--- src/rtl/uc_sequencer_n.sv ---
// Microprogram sequencer: picks the next CodeROM address from the incremented uPC,
// a pipeline branch target, the map ROM or a return stack. Also provides
// condition-tested ops, a loop counter, a stall input and sticky stack error flags.
module uc_sequencer_n #(
  parameter int unsigned AW    = 12,
  parameter int unsigned DEPTH = 4,
  parameter int unsigned NCOND = 8,
  parameter int unsigned CW    = 8
) (
  input  logic                       clock,
  input  logic                       reset,
  input  logic [3:0]                 op,
  input  logic                       src_sel,
  input  logic [AW-1:0]              din,
  input  logic [AW-1:0]              map_addr,
  input  logic [NCOND-1:0]           cond,
  input  logic [$clog2(NCOND)-1:0]   cond_sel,
  input  logic                       cond_pol,
  input  logic                       stall,
  output logic [AW-1:0]              uc_address,
  output logic [$clog2(DEPTH):0]     sp,
  output logic                       cnt_zero,
  output logic                       stack_ovf,
  output logic                       stack_unf
);

  localparam int unsigned PW  = $clog2(DEPTH);
  localparam int unsigned SPW = PW + 1;
  localparam logic [SPW-1:0] DepthSp = SPW'(DEPTH);

  typedef enum logic [3:0] {
    OpNext     = 4'd0,
    OpJump     = 4'd1,
    OpCall     = 4'd2,
    OpRet      = 4'd3,
    OpJcond    = 4'd4,
    OpCcall    = 4'd5,
    OpCret     = 4'd6,
    OpLdcnt    = 4'd7,
    OpLoop     = 4'd8,
    OpDispatch = 4'd9
  } op_e;

  logic [AW-1:0]  upc_q, upc_d;
  logic [SPW-1:0] sp_q, sp_d;
  logic [CW-1:0]  cnt_q, cnt_d;
  logic           ovf_q, ovf_d;
  logic           unf_q, unf_d;
  logic [AW-1:0]  stack_q [DEPTH];

  logic [AW-1:0]  tgt, inc;
  logic           ct;
  logic [SPW-1:0] sp_m1;
  logic [PW-1:0]  wr_idx, rd_idx;
  logic           push_req, pop_req, push_en;

  assign tgt    = src_sel ? map_addr : din;
  assign inc    = upc_q + 1'b1;
  assign ct     = cond[cond_sel] ^ cond_pol;
  assign sp_m1  = sp_q - 1'b1;
  assign wr_idx = sp_q[PW-1:0];
  assign rd_idx = sp_m1[PW-1:0];

  // Next-state decode: opcode selects the uPC source and requests stack pushes/pops.
  always_comb begin
    upc_d    = upc_q;
    sp_d     = sp_q;
    cnt_d    = cnt_q;
    ovf_d    = ovf_q;
    unf_d    = unf_q;
    push_req = 1'b0;
    pop_req  = 1'b0;
    push_en  = 1'b0;
    if (!stall) begin
      upc_d = inc;
      case (op)
        OpJump:     upc_d = tgt;
        OpCall: begin
          push_req = 1'b1;
          upc_d    = tgt;
        end
        OpRet:      pop_req = 1'b1;
        OpJcond:    upc_d = ct ? tgt : inc;
        OpCcall: begin
          if (ct) begin
            push_req = 1'b1;
            upc_d    = tgt;
          end
        end
        OpCret:     pop_req = ct;
        OpLdcnt:    cnt_d = din[CW-1:0];
        OpLoop: begin
          if (cnt_q != '0) begin
            cnt_d = cnt_q - 1'b1;
            upc_d = tgt;
          end
        end
        OpDispatch: upc_d = map_addr;
        default:    upc_d = inc;
      endcase

      // A push into a full stack still branches but the return address is lost.
      if (push_req) begin
        if (sp_q == DepthSp) begin
          ovf_d = 1'b1;
        end else begin
          push_en = 1'b1;
          sp_d    = sp_q + 1'b1;
        end
      end

      // A pop from an empty stack falls through to the next address.
      if (pop_req) begin
        if (sp_q == '0) begin
          unf_d = 1'b1;
          upc_d = inc;
        end else begin
          upc_d = stack_q[rd_idx];
          sp_d  = sp_m1;
        end
      end
    end
  end

  // Control state register with synchronous active-low reset.
  always_ff @(posedge clock) begin
    if (!reset) begin
      upc_q <= '0;
      sp_q  <= '0;
      cnt_q <= '0;
      ovf_q <= 1'b0;
      unf_q <= 1'b0;
    end else begin
      upc_q <= upc_d;
      sp_q  <= sp_d;
      cnt_q <= cnt_d;
      ovf_q <= ovf_d;
      unf_q <= unf_d;
    end
  end

  // Return stack storage; contents are don't-care after reset since sp is cleared.
  always_ff @(posedge clock) begin
    if (reset && push_en) begin
      stack_q[wr_idx] <= inc;
    end
  end

  assign uc_address = upc_q;
  assign sp         = sp_q;
  assign cnt_zero   = (cnt_q == '0);
  assign stack_ovf  = ovf_q;
  assign stack_unf  = unf_q;

endmodule

--- config.mk ---
export PLATFORM = sky130hd
export DESIGN_NAME = uc_sequencer_n
export DESIGN_NICKNAME = d
export VERILOG_FILES = /design/src/rtl/uc_sequencer_n.sv
export SDC_FILE = /design/constraint.sdc
export NUM_CORES = 1
export LEC_CHECK = 0
export CAP_MARGIN = 20
export CORE_UTILIZATION = 50
export DETAILED_ROUTE_END_ITERATION = 8
export GPL_ROUTABILITY_DRIVEN = 0
export PLACE_DENSITY = 0.75
export SLEW_MARGIN = 15
export SYNTH_ARGS = -nofsm -noshare
export SYNTH_HDL_FRONTEND = slang
export SYNTH_SLANG_ARGS = --single-unit
--- constraint.sdc ---
create_clock -name clock -period 3.75 [get_ports clock]
set_input_delay 0.375 -clock clock [delete_from_list [all_inputs] [get_ports clock]]
set_output_delay 0.375 -clock clock [all_outputs]
set_load 0.01 [all_outputs]
=== Word-level counts from Yosys, hierarchy flattened ===
Memories as Yosys holds them, arrays and structs flattened.
Index checks and enable logic that the tools add are counted.

* Memory bits (read-only): 0
* Memories: 1
* Register bits: 25
* Word-level logic and storage cells: 58
* RAM bits: 48
* Output and inout port bits: 18
* Bits in latches: 0

{| class="wikitable"
|+ Memories
! memory !! depth !! bits a word !! read ports !! clocked after memory_dff !! wr ports !! RTL line !! RTL
|-
| stack_q || 4 || 12 || 1 || 0 || 1 || 49 || <nowiki>logic [AW-1:0] stack_q [DEPTH];</nowiki>
|}

* $mul: 0
* $lt $le $gt $ge: 1
* Bitwise gates (word level): 2
* Mux-type cells: 24
* Eq/ne operators: 11
* $add $sub $neg: 4
* Reductions and logical operators: 10
* Divide/modulo/power cells: 0
* Shift-type cells: 0

{| class="wikitable"
|+ Operator list
! cell !! number
|-
| $mux W12 || 5
|-
| $pmux W12 S4 || 1
|-
| $eq A4 B3 Y1 const B || 4
|-
| $pmux W8 S2 || 1
|-
| $add A12 B1 Y12 const B || 1
|-
| $mux W3 || 4
|-
| $mux W1 || 9
|-
| $reduce_and A3 Y1 || 3
|-
| $eq A4 B2 Y1 const B || 2
|-
| $eq A4 B4 Y1 const B || 2
|-
| $logic_not A8 Y1 || 1
|-
| $mux W8 || 1
|-
| $reduce_bool A8 Y1 || 1
|-
| $sub A8 B1 Y8 const B || 1
|-
| $eq A4 B1 Y1 const B || 1
|-
| $lt A3 B4 Y1 const B || 1
|-
| $pmux W1 S2 || 2
|-
| $reduce_or A2 Y1 || 2
|-
| $add A3 B1 Y3 const B || 1
|-
| $bmux W1 S3 || 1
|-
| $eq A3 B3 Y1 const B || 1
|-
| $logic_not A3 Y1 || 1
|-
| $sub A3 B1 Y3 const B || 1
|-
| $ne A2 B2 Y1 const B || 1
|-
| other kinds (4) || 4
|}

=== Depth between registers and ports, before layout ===
* Depth after elaboration: 11
* Mapped depth: 11

=== Worst setup path before layout ===
No wires, ideal clock.

* Path type: register -> register
* Start: register sp_q[0], in the netlist sp[0]
* End: register upc_q[9], in the netlist uc_address[9]
* Setup time: 126 ps
* Buffers on the path: 4
* Clock period less this slack: 2,941 ps
* Stages on the path, launching flop included: 11
* Arrival: 2,815 ps
* Path slack: 809 ps
* Path through: dfxtp_1 -> clkbuf_1 -> buf_2 -> inv_1 -> ha_1 -> clkbuf_1 -> clkbuf_1 -> mux4_2 -> mux2_2 -> o311ai_1 -> a21oi_1

* Word-level cells in the longest chain between the ends: 4

{| class="wikitable"
|+ RTL lines
! item !! RTL line !! RTL
|-
| start, declared || 45 || <nowiki>logic [SPW-1:0] sp_q, sp_d;</nowiki>
|-
| start signal, assigned || 135 || <nowiki>sp_q <= sp_d;</nowiki>
|-
| $sub A3 B1 Y3 || 60 || <nowiki>assign sp_m1 = sp_q - 1'b1;</nowiki>
|-
| $mem_v2 Z4 W12 || n/a ||
|-
| $mux W12 * || 114 || <nowiki>if (sp_q == '0) begin</nowiki>
|-
| $mux W12 * || 113 || <nowiki>if (pop_req) begin</nowiki>
|-
| end signal, assigned || 134 || <nowiki>upc_q <= upc_d;</nowiki>
|-
| end, declared || 44 || <nowiki>logic [AW-1:0] upc_q, upc_d;</nowiki>
|}

Mark *: on every way between the ends. The rest lies on a longest branch, timed or not.
A chain may end at the register's enable or synchronous reset.

=== Final worst setup path ===
* Start: input cond_sel[0]
* End: memory stack_q[2][5] (enable)

* Word-level cells in the longest chain between the ends: 11

{| class="wikitable"
|+ RTL lines
! item !! RTL line !! RTL
|-
| start, declared || 17 || <nowiki>input logic [$clog2(NCOND)-1:0] cond_sel,</nowiki>
|-
| $bmux W1 S3 || 59 || <nowiki>assign ct = cond[cond_sel] ^ cond_pol;</nowiki>
|-
| $mux W1 (not written as such) || 59 ||
|-
| $xor A1 B1 Y1 || 59 ||
|-
| $mux W1 || 85 || <nowiki>if (ct) begin</nowiki>
|-
| $pmux W1 S2 || 76 || <nowiki>case (op)</nowiki>
|-
| $mux W1 || 74 || <nowiki>if (!stall) begin</nowiki>
|-
| $mux W1 || 103 || <nowiki>if (push_req) begin</nowiki>
|-
| $mux W1 || 74 ||
|-
| $logic_and A1 B1 Y1 || 144 || <nowiki>if (reset && push_en) begin</nowiki>
|-
| $mux W1 || 144 ||
|-
| $mux W1 (not written as such) || 145 || <nowiki>stack_q[wr_idx] <= inc;</nowiki>
|-
| end, declared || 49 ||
|}

No other way between the ends. The select of a mux whose other input is x is not followed.

==> flow_summary.toml <==
[status]
status = "finished clean"

[logic_synthesis]
synth_largest_area_cell = "edfxtp_1"
ys_warn_count = 0
syn-mean-instance-area_um2 = 11.8
yosysMostFrequentCell = "edfxtp_1"
synth_compound_area_share_pct = 17.9
synth-seq-cells = 73
ys.flop_type = "edfxtp_1"
synth_edf_count = 48
synth_top_area_share_pct = 35.6
synth.cell_area_um2 = 4050
synth-xor-area-share_pct = 2.16
syn_nets = 398
synth_fa_ha_area_share_pct = 2.78
seq_area_frac_synth_pct = 47.9
yosys-top-cells-area = "edfxtp_1 (36%), dfxtp_1 (12%), mux4_2 (7.2%)"
syn_inst = 345
muxShareOfSynthArea_pct = 9.88
ys_types = 62
synthTopCellsByCount = "edfxtp_1 (48), dfxtp_1 (25), nand3_1 (25)"
synthSimpleGateAreaFrac_pct = 14.9
async_flop_share_pct = 0
synth_top_family_by_area = "compound AO/OA/AOI/OAI gates"

[cts]
cts_tree = "yes"
numCtsBuffers = 9
cts_buffer_depth = 2
ctsHtreeMaxLevel = 3
clk_pin_slew_worst_paths_ns = 0.09
clkLatencyLatePin_ns = 0.35
root_buffer = "clkbuf_8"
cts_resized = 0
postCtsSetupBuffers = 0
cts.sinks = 73
cts_hold_buffers = 0

[critical_path]
reg2reg_depth = 6
cp.required_ns = 3.73
startpoint_type = "primary input"
path_max_fanout = 12
critPathCaptureType = "flip-flop"
critPathKind = "primary input to flip-flop"
critPathArrivalTime_ns = 2.94

[route]
drt-initial-drc-count = 228
wl_met2_mm = 4.65
routed_wl_mm = 9.79
vias_per_cell = 6.27
met3_length_um = 620
post_drt_wl_per_cell_um = 19.5
vias = 3140
routed.top_layer = "met4"
drc = 0
m1WireLength_mm = 4.37
ant_nets = 0
dr.pass1.iters = 5

[timing]
hold_viol = 0
rsz0062_at_grt = "false"
holdWs_ns = 0.469
fin_skew_ns = 0.0101
fin_setup_tns_ns = 0
fmax_mhz = 338
fin_crit_ns = 2.96
relSlewSlack_pct = 36.7
report.final.setup_viol = 0
drv_slew = 0
tightest_slew_ns = 0.950
post-route-period-util_pct = 78.8

[global_route]
grt_pass1_wl_mm = 15.9
grt_max_degree = 36
grt_pass1_vias = 3059
grt.total_usage_pct = 24.6
overflow = 0
antenna_found_initial = 0

[power_and_ir_drop]
clock_power_share_pct = 37.1
peakVddDrop_v = 0.000244
combinationalPowerShare_pct = 15.4
p_int_mw = 1.40
p_total_mw = 1.90
p_per_area_nw_per_um2 = 386
leakage_nw = 1.62
p_seq_share_pct = 47.5
switching_share_pct = 26.3
power.switching_uw = 500

[floorplanning]
initial_core_util_pct = 52.2
dieWidth_um = 92.0
std_cell_rows = 32
die_h_um = 92.0
pin_count = 62
die_area_um2 = 8470
core_um2 = 7770

[layout]
num_antenna_cells = 0
area_growth_syn_to_layout_pct = 21.4
final_nets = 447
drive_above_1_share_pct = 14.3

[placement]
port_buffers = 61
hpwl_mm = 6.78

[min_path]
hold_depth = 1
hp-class = "flip-flop to flip-flop"

[job]
drv_cap = 0
power by group through the flow:
stage	sequential (mW)	clock, mW	combinational, mW
finish	0.903	0.705	0.292
floorplan	0.920	0	0.167
CTS	0.902	0.708	0.290
detailed placement	0.920	0	0.288
global route	0.905	0.744	0.313
global placement	0.920	0	0.281
layout make-up:
class | instances | area, um^2
Clock inverter | 7 | 101
Tap cell | 102 | 128
Timing Repair Buffer | 66 | 648
Clock buffer | 9 | 124
Sequential cell | 73 | 1940
Inverter | 10 | 37.5
Multi-Input combinational cell | 234 | 1940
Fill cell | 635 | 2850
critical path: stages:
cell and delay (ns):
clkdlybuf4s50_1 0.56, mux2_2 0.35, mux4_2 0.50, mux2_4 0.26, a21o_1 0.22, and4_1 0.65
registers in the layout, summed over array words and instances (netlist names):
name,cells
stack_ovf,1
stack_unf,1
stack_q,48
cnt_q,8
uc_address,12
sp,3
logic make-up after synthesis:
family	Yosys count
adders and majority gates	9
buffers and inverters	38
DFF	73
xor gates and xnor gates	10
muxes	22
AOI/OAI and AO/OA	87
and+or+nand+nor	106
per-stage QoR:
step / instance area (um^2) / utilization [%] / worst slack, ns / std cells
after floorplan: 4050 / - / 0.809 / 345
after global placement: 4690 / 60.4 / 0.524 / 485
after detailed placement: 4690 / 60.4 / 0.419 / 485
after CTS: 4920 / 63.3 / 0.782 / 501
after global routing: 4920 / 63.3 / 0.698 / 501
final: 4920 / 63.3 / 0.793 / 501
per-layer routing:
| metal | global-route usage, % | vias up |
|---|---|---|
| li1 | - | 1463 |
| met1 | 33.1 | 1528 |
| met2 | 38.7 | 136 |
| met3 | 5.97 | 13 |
| met4 | 9.11 | 0 |
| met5 | 0 | - |
layout by cell type (no fill, tap or decap), drive strengths merged, types with 6 or more instances in the layout:
master | netlist | layout
nor2 | 20 | 20
nand2 | 8 | 8
nand3 | 25 | 25
and4 | 7 | 7
a21oi | 12 | 12
nor2b | 10 | 10
clkdlybuf4s50 | 0 | 61
a211oi | 9 | 9
inv | 10 | 12
a2111oi | 9 | 9
clkbuf | 20 | 9
nand2b | 6 | 6
mux4 | 13 | 13
edfxtp | 48 | 48
dfxtp | 25 | 25
ha | 9 | 9
xnor2 | 8 | 8
o21ai | 16 | 16
a221oi | 12 | 12
mux2 | 8 | 8
final timing paths:
kind | from | to | slack, ns
worst max register to register | sp[1]$_SDFFE_PN0N_ | uc_address[2]$_SDFFE_PN0N_ | 1.10
worst max-delay path | cond_sel[0] | stack_q[2][5]$_DFFE_PP_ | 0.79
worst min register to register | stack_unf$_SDFFE_PN0P_ | stack_unf$_SDFFE_PN0P_ | 0.47
worst min-delay path | stack_unf$_SDFFE_PN0P_ | stack_unf$_SDFFE_PN0P_ | 0.47
Power figures use the tool's default switching activity.
==> RTL edit 1: new RTL, same settings <==
The parameter `CW` goes from 8 to 9.
--- a/src/rtl/uc_sequencer_n.sv
+++ b/src/rtl/uc_sequencer_n.sv
@@ -5,7 +5,7 @@
   parameter int unsigned AW    = 12,
   parameter int unsigned DEPTH = 4,
   parameter int unsigned NCOND = 8,
-  parameter int unsigned CW    = 8
+  parameter int unsigned CW    = 9
 ) (
   input  logic                       clock,
   input  logic                       reset,
Formal check against the unedited RTL: not equivalent (a bounded check fails within 4 cycles, from zero or initial values and one cycle with reset low).
==> RTL edit 1 against the original RTL <==
  * Design area is 1.8% higher
  * Via count is 0.13% higher
  * Power is 1.5% lower
  * Sequential cell count is 1 higher
  * Area after synthesis is 1.7% higher
  * Sequential power is 1% higher
  * Wire length is 4.4% higher
  * Worst setup slack worse by 0.15 ns
  * Critical path type unchanged
==> RTL edit 1: results <==
set metrics [dict create \
    synth_xor_area_frac 0.0234 \
    grt_util_all_layers 0.252 \
    via_count 3144 \
    relative_slew_slack 0.530 \
    grt_start_max_net_pins 29 \
    crit_arrival_ns 3.16 \
    status "finished clean" \
    post_synth_fa_ha_maj_area_fraction 0.0243 \
    grt_first_pass_wirelength_mm 16.3 \
    worst_clock_skew_ns 0.0100 \
    worst_ir_drop_vdd_mv 0.268 \
    netlist_top_cells_count "sky130_fd_sc_hd__edfxtp_1 (48), sky130_fd_sc_hd__dfxtp_1 (26), sky130_fd_sc_hd__nand2_1 (25)" \
    crit_reg_reg_startpoint "sp[0]" \
    post_synth_main_area_contributors "sky130_fd_sc_hd__edfxtp_1 (35%), sky130_fd_sc_hd__dfxtp_1 (13%), sky130_fd_sc_hd__mux4_2 (5.5%)" \
    critPathMaxFanout 12 \
    post_synth_mux_area_share 0.142 \
    complex_gate_fraction_of_the_synthesized_area 0.151 \
    post_dp_cell_area_um2 4800 \
    detailedPlacementHpwl_mm 7.22 \
    synth_nets 404 \
    final_nets 469 \
    route.final.wire_length_mm 10.2 \
    synth.yosys.seq_area_share 0.476 \
    detailedRoute.firstPassIterationCount 4 \
    min-delay-start "stack_ovf" \
]
[RTL edit 1: final timing paths]
path                                       end  slack [ns]  cells past startpoint
worst max-delay path             stack_q[3][3]        0.64                      8
worst min-delay path                 stack_ovf        0.47                      1
worst min register to register       stack_ovf        0.47                      1
worst max register to register  uc_address[11]        1.11                      8
[RTL edit 1: through the flow]
stage / setup WS (ns) / utilization / cells
after CTS: 0.661 / 0.638 / 524
after floorplan: 1.08 / - / 352
final: 0.642 / 0.638 / 524
after global placement: 0.428 / 0.612 / 508
after global routing: 0.440 / 0.638 / 524
after detailed placement: 0.288 / 0.612 / 508
[RTL edit 1: layout make-up]
class	instances	area [um2]
fill	637	2840
sequential	74	1960
multi-input combinational	243	1940
timing repair buffer	75	716
tap	102	128
clock buffer	9	124
clock inverter	7	83.8
inverter	14	52.6
[RTL edit 1: layer usage]
layer | track usage | vias to the layer above | routed length [um]
met3 | 0.0443 | 10 | 830
li1 | - | 1484 | -
met5 | 0 | - | 0
met2 | 0.414 | 143 | 5020
met1 | 0.323 | 1507 | 4200
met4 | 0.115 | 0 | 165
[RTL edit 1: logic make-up after synthesis]
| family | count (synthesis) |
|---|---|
| xor gates and xnor gates | 11 |
| and+or+nand+nor | 101 |
| DFF | 74 |
| AOI/OAI and AO/OA | 85 |
| adders and majority gates | 8 |
| buffers and inverters | 35 |
| muxes | 38 |
[RTL edit 1: worst max-delay path: stages]
cell and delay (ns):
sky130_fd_sc_hd__clkdlybuf4s50_1 0.55, sky130_fd_sc_hd__mux2_2 0.35, sky130_fd_sc_hd__mux4_2 0.53, sky130_fd_sc_hd__mux2i_4 0.28
sky130_fd_sc_hd__a31oi_1 0.24, sky130_fd_sc_hd__nor3_1 0.41, sky130_fd_sc_hd__and2_1 0.19, sky130_fd_sc_hd__buf_4 0.22
[RTL edit 1: power by group]
group	internal, mW	leakage (nW)	switching, mW
registers	0.891	0.654	0.0229
logic	0.152	0.968	0.150
clock network	0.320	0.103	0.334
total	1.36	1.72	0.507
==> RTL edit 2: new RTL, same flow settings <==
Made on the original files. Put a register stage on the output `cnt_zero`, with the module's reset. The value now appears one clock later. The other outputs are not delayed to match.
--- a/src/rtl/uc_sequencer_n.sv
+++ b/src/rtl/uc_sequencer_n.sv
@@ -148,7 +148,13 @@
 
   assign uc_address = upc_q;
   assign sp         = sp_q;
-  assign cnt_zero   = (cnt_q == '0);
+  always_ff @(posedge clock) begin
+    if (!reset) begin
+      cnt_zero <= '0;
+    end else begin
+      cnt_zero <= (cnt_q == '0);
+    end
+  end
   assign stack_ovf  = ovf_q;
   assign stack_unf  = unf_q;
 
Function: changed (Yosys sat finds a counterexample within 4 cycles, from zero or initial values and one cycle with reset low).
==> RTL edit 2 against the original RTL <==
  * Design area is 1.8% lower
  * Utilization is 1.9 points higher
  * Sequential cell count is 1 higher
  * Wire length is 5.7% lower
  * Cell count is 3.2% higher
  * Area after synthesis is 3.2% lower
  * Power is 5.9% lower
  * Worst setup slack better by 0.14 ns
==> RTL edit 2: results <==
set metrics [dict create \
    grt_pass1_vias 2914 \
    grt_first_pass_wirelength_mm 14.9 \
    fraction_of_layout_instances_using_a_drive_strength_above_1 0.136 \
    crit_arrival_ns 2.87 \
    synth.avg_cell_area_um2 11.1 \
    r2r_setup_slack_ns 1.18 \
    via_count 3051 \
    worst_ir_drop_vdd_mv 0.167 \
    detailedPlacementHpwl_mm 6.86 \
    power_leakage_nw 1.64 \
    power.internal_mw 1.29 \
    status "finished clean" \
    relative_slew_slack 0.481 \
    netlist_top_cells_count "sky130_fd_sc_hd__edfxtp_1 (48), sky130_fd_sc_hd__nand2_1 (28), sky130_fd_sc_hd__dfxtp_1 (26), sky130_fd_sc_hd__nor2_1 (26), sky130_fd_sc_hd__clkbuf_1 (17)" \
    grt_start_max_net_pins 38 \
    crit_slowest_cell "sky130_fd_sc_hd__clkdlybuf4s50_1" \
    synth_nets 406 \
    cp-endpoint "stack_q[2][1]" \
    r2r-end "uc_address[10]" \
    post_synth_main_area_contributors "sky130_fd_sc_hd__edfxtp_1 (37%), sky130_fd_sc_hd__dfxtp_1 (13%), sky130_fd_sc_hd__mux4_2 (6.9%)" \
    final_nets 466 \
    post_cts.resized_instances 0 \
    drt-wirelength-per-cell_um 17.9 \
    placement.setup.worst_slack_ns 0.572 \
    grt_util_all_layers 0.237 \
    dp_cells 501 \
    route.final.wire_length_mm 9.23 \
]
[RTL edit 2: cell types whose count changed after synthesis, moves of 7 or more]
cell | unedited run | this run
sky130_fd_sc_hd__o21ai_0 | 16 | 8
sky130_fd_sc_hd__a22oi_1 | 1 | 16
sky130_fd_sc_hd__nand3_1 | 25 | 9
sky130_fd_sc_hd__nor2b_1 | 10 | 3
sky130_fd_sc_hd__nand2b_1 | 6 | 15
sky130_fd_sc_hd__mux2_2 | 4 | 11
sky130_fd_sc_hd__nand2_1 | 8 | 28
sky130_fd_sc_hd__o311ai_0 | 0 | 12
sky130_fd_sc_hd__a31oi_1 | 2 | 14
sky130_fd_sc_hd__a221oi_1 | 12 | 1
[RTL edit 2: per-layer routing]
layer	part of all wire	routed length (um)	GRT usage	vias to the layer above
li1	-	-	-	1468
met1	0.43	4010	0.312	1472
met2	0.49	4520	0.381	94
met3	0.060	553	0.0631	17
met4	0.015	143	0.0739	0
met5	0	0	0	-
[RTL edit 2: power by group through the flow]
| stage | Clock (mW) | Sequential (mW) | Combinational [mW] |
|---|---|---|---|
| 4_1_cts | 0.593 | 0.912 | 0.289 |
| 3_5_place_dp | 0 | 0.931 | 0.287 |
| 5_1_grt | 0.626 | 0.915 | 0.314 |
| 2_1_floorplan | 0 | 0.932 | 0.157 |
| 3_3_place_gp | 0 | 0.930 | 0.280 |
| 6_report | 0.586 | 0.912 | 0.290 |
[RTL edit 2: cells by family (layout without fill, tap and decap cells)]
logic type / count (synthesis) / after routing / share of synthesized area
XOR/XNOR: 11 / 11 / 0.0246
multiplexers: 28 / 28 / 0.115
AND/OR/NAND/NOR: 115 / 115 / 0.147
adder cells (fa/ha/maj): 9 / 9 / 0.0287
flip-flops: 74 / 74 / 0.500
AO/OA/AOI/OAI: 78 / 78 / 0.146
buffers and inverters: 38 / 103 / 0.0386
[RTL edit 2: final cells by class]
| cell class | count | area, um2 |
|---|---|---|
| sequential | 74 | 1960 |
| fill | 566 | 2580 |
| clock buffer | 9 | 124 |
| clock inverter | 7 | 60.1 |
| tap | 99 | 124 |
| inverter | 14 | 52.6 |
| timing repair buffer | 73 | 701 |
| multi-input combinational | 241 | 1810 |
[RTL edit 2: metrics by stage]
step | total power [mW] | cell area [um2]
after CTS | 1.79 | 4830
after floorplan | 1.09 | 3920
after detailed placement | 1.22 | 4650
final | 1.79 | 4830
after global placement | 1.21 | 4650
after global routing | 1.85 | 4830
[RTL edit 2: critical path, delay by kind of cell]
family | cells | cell delay (ns)
compound gates | 3 | 0.69
buf+inv | 2 | 0.81
mux | 1 | 0.33
simple gates | 3 | 0.65
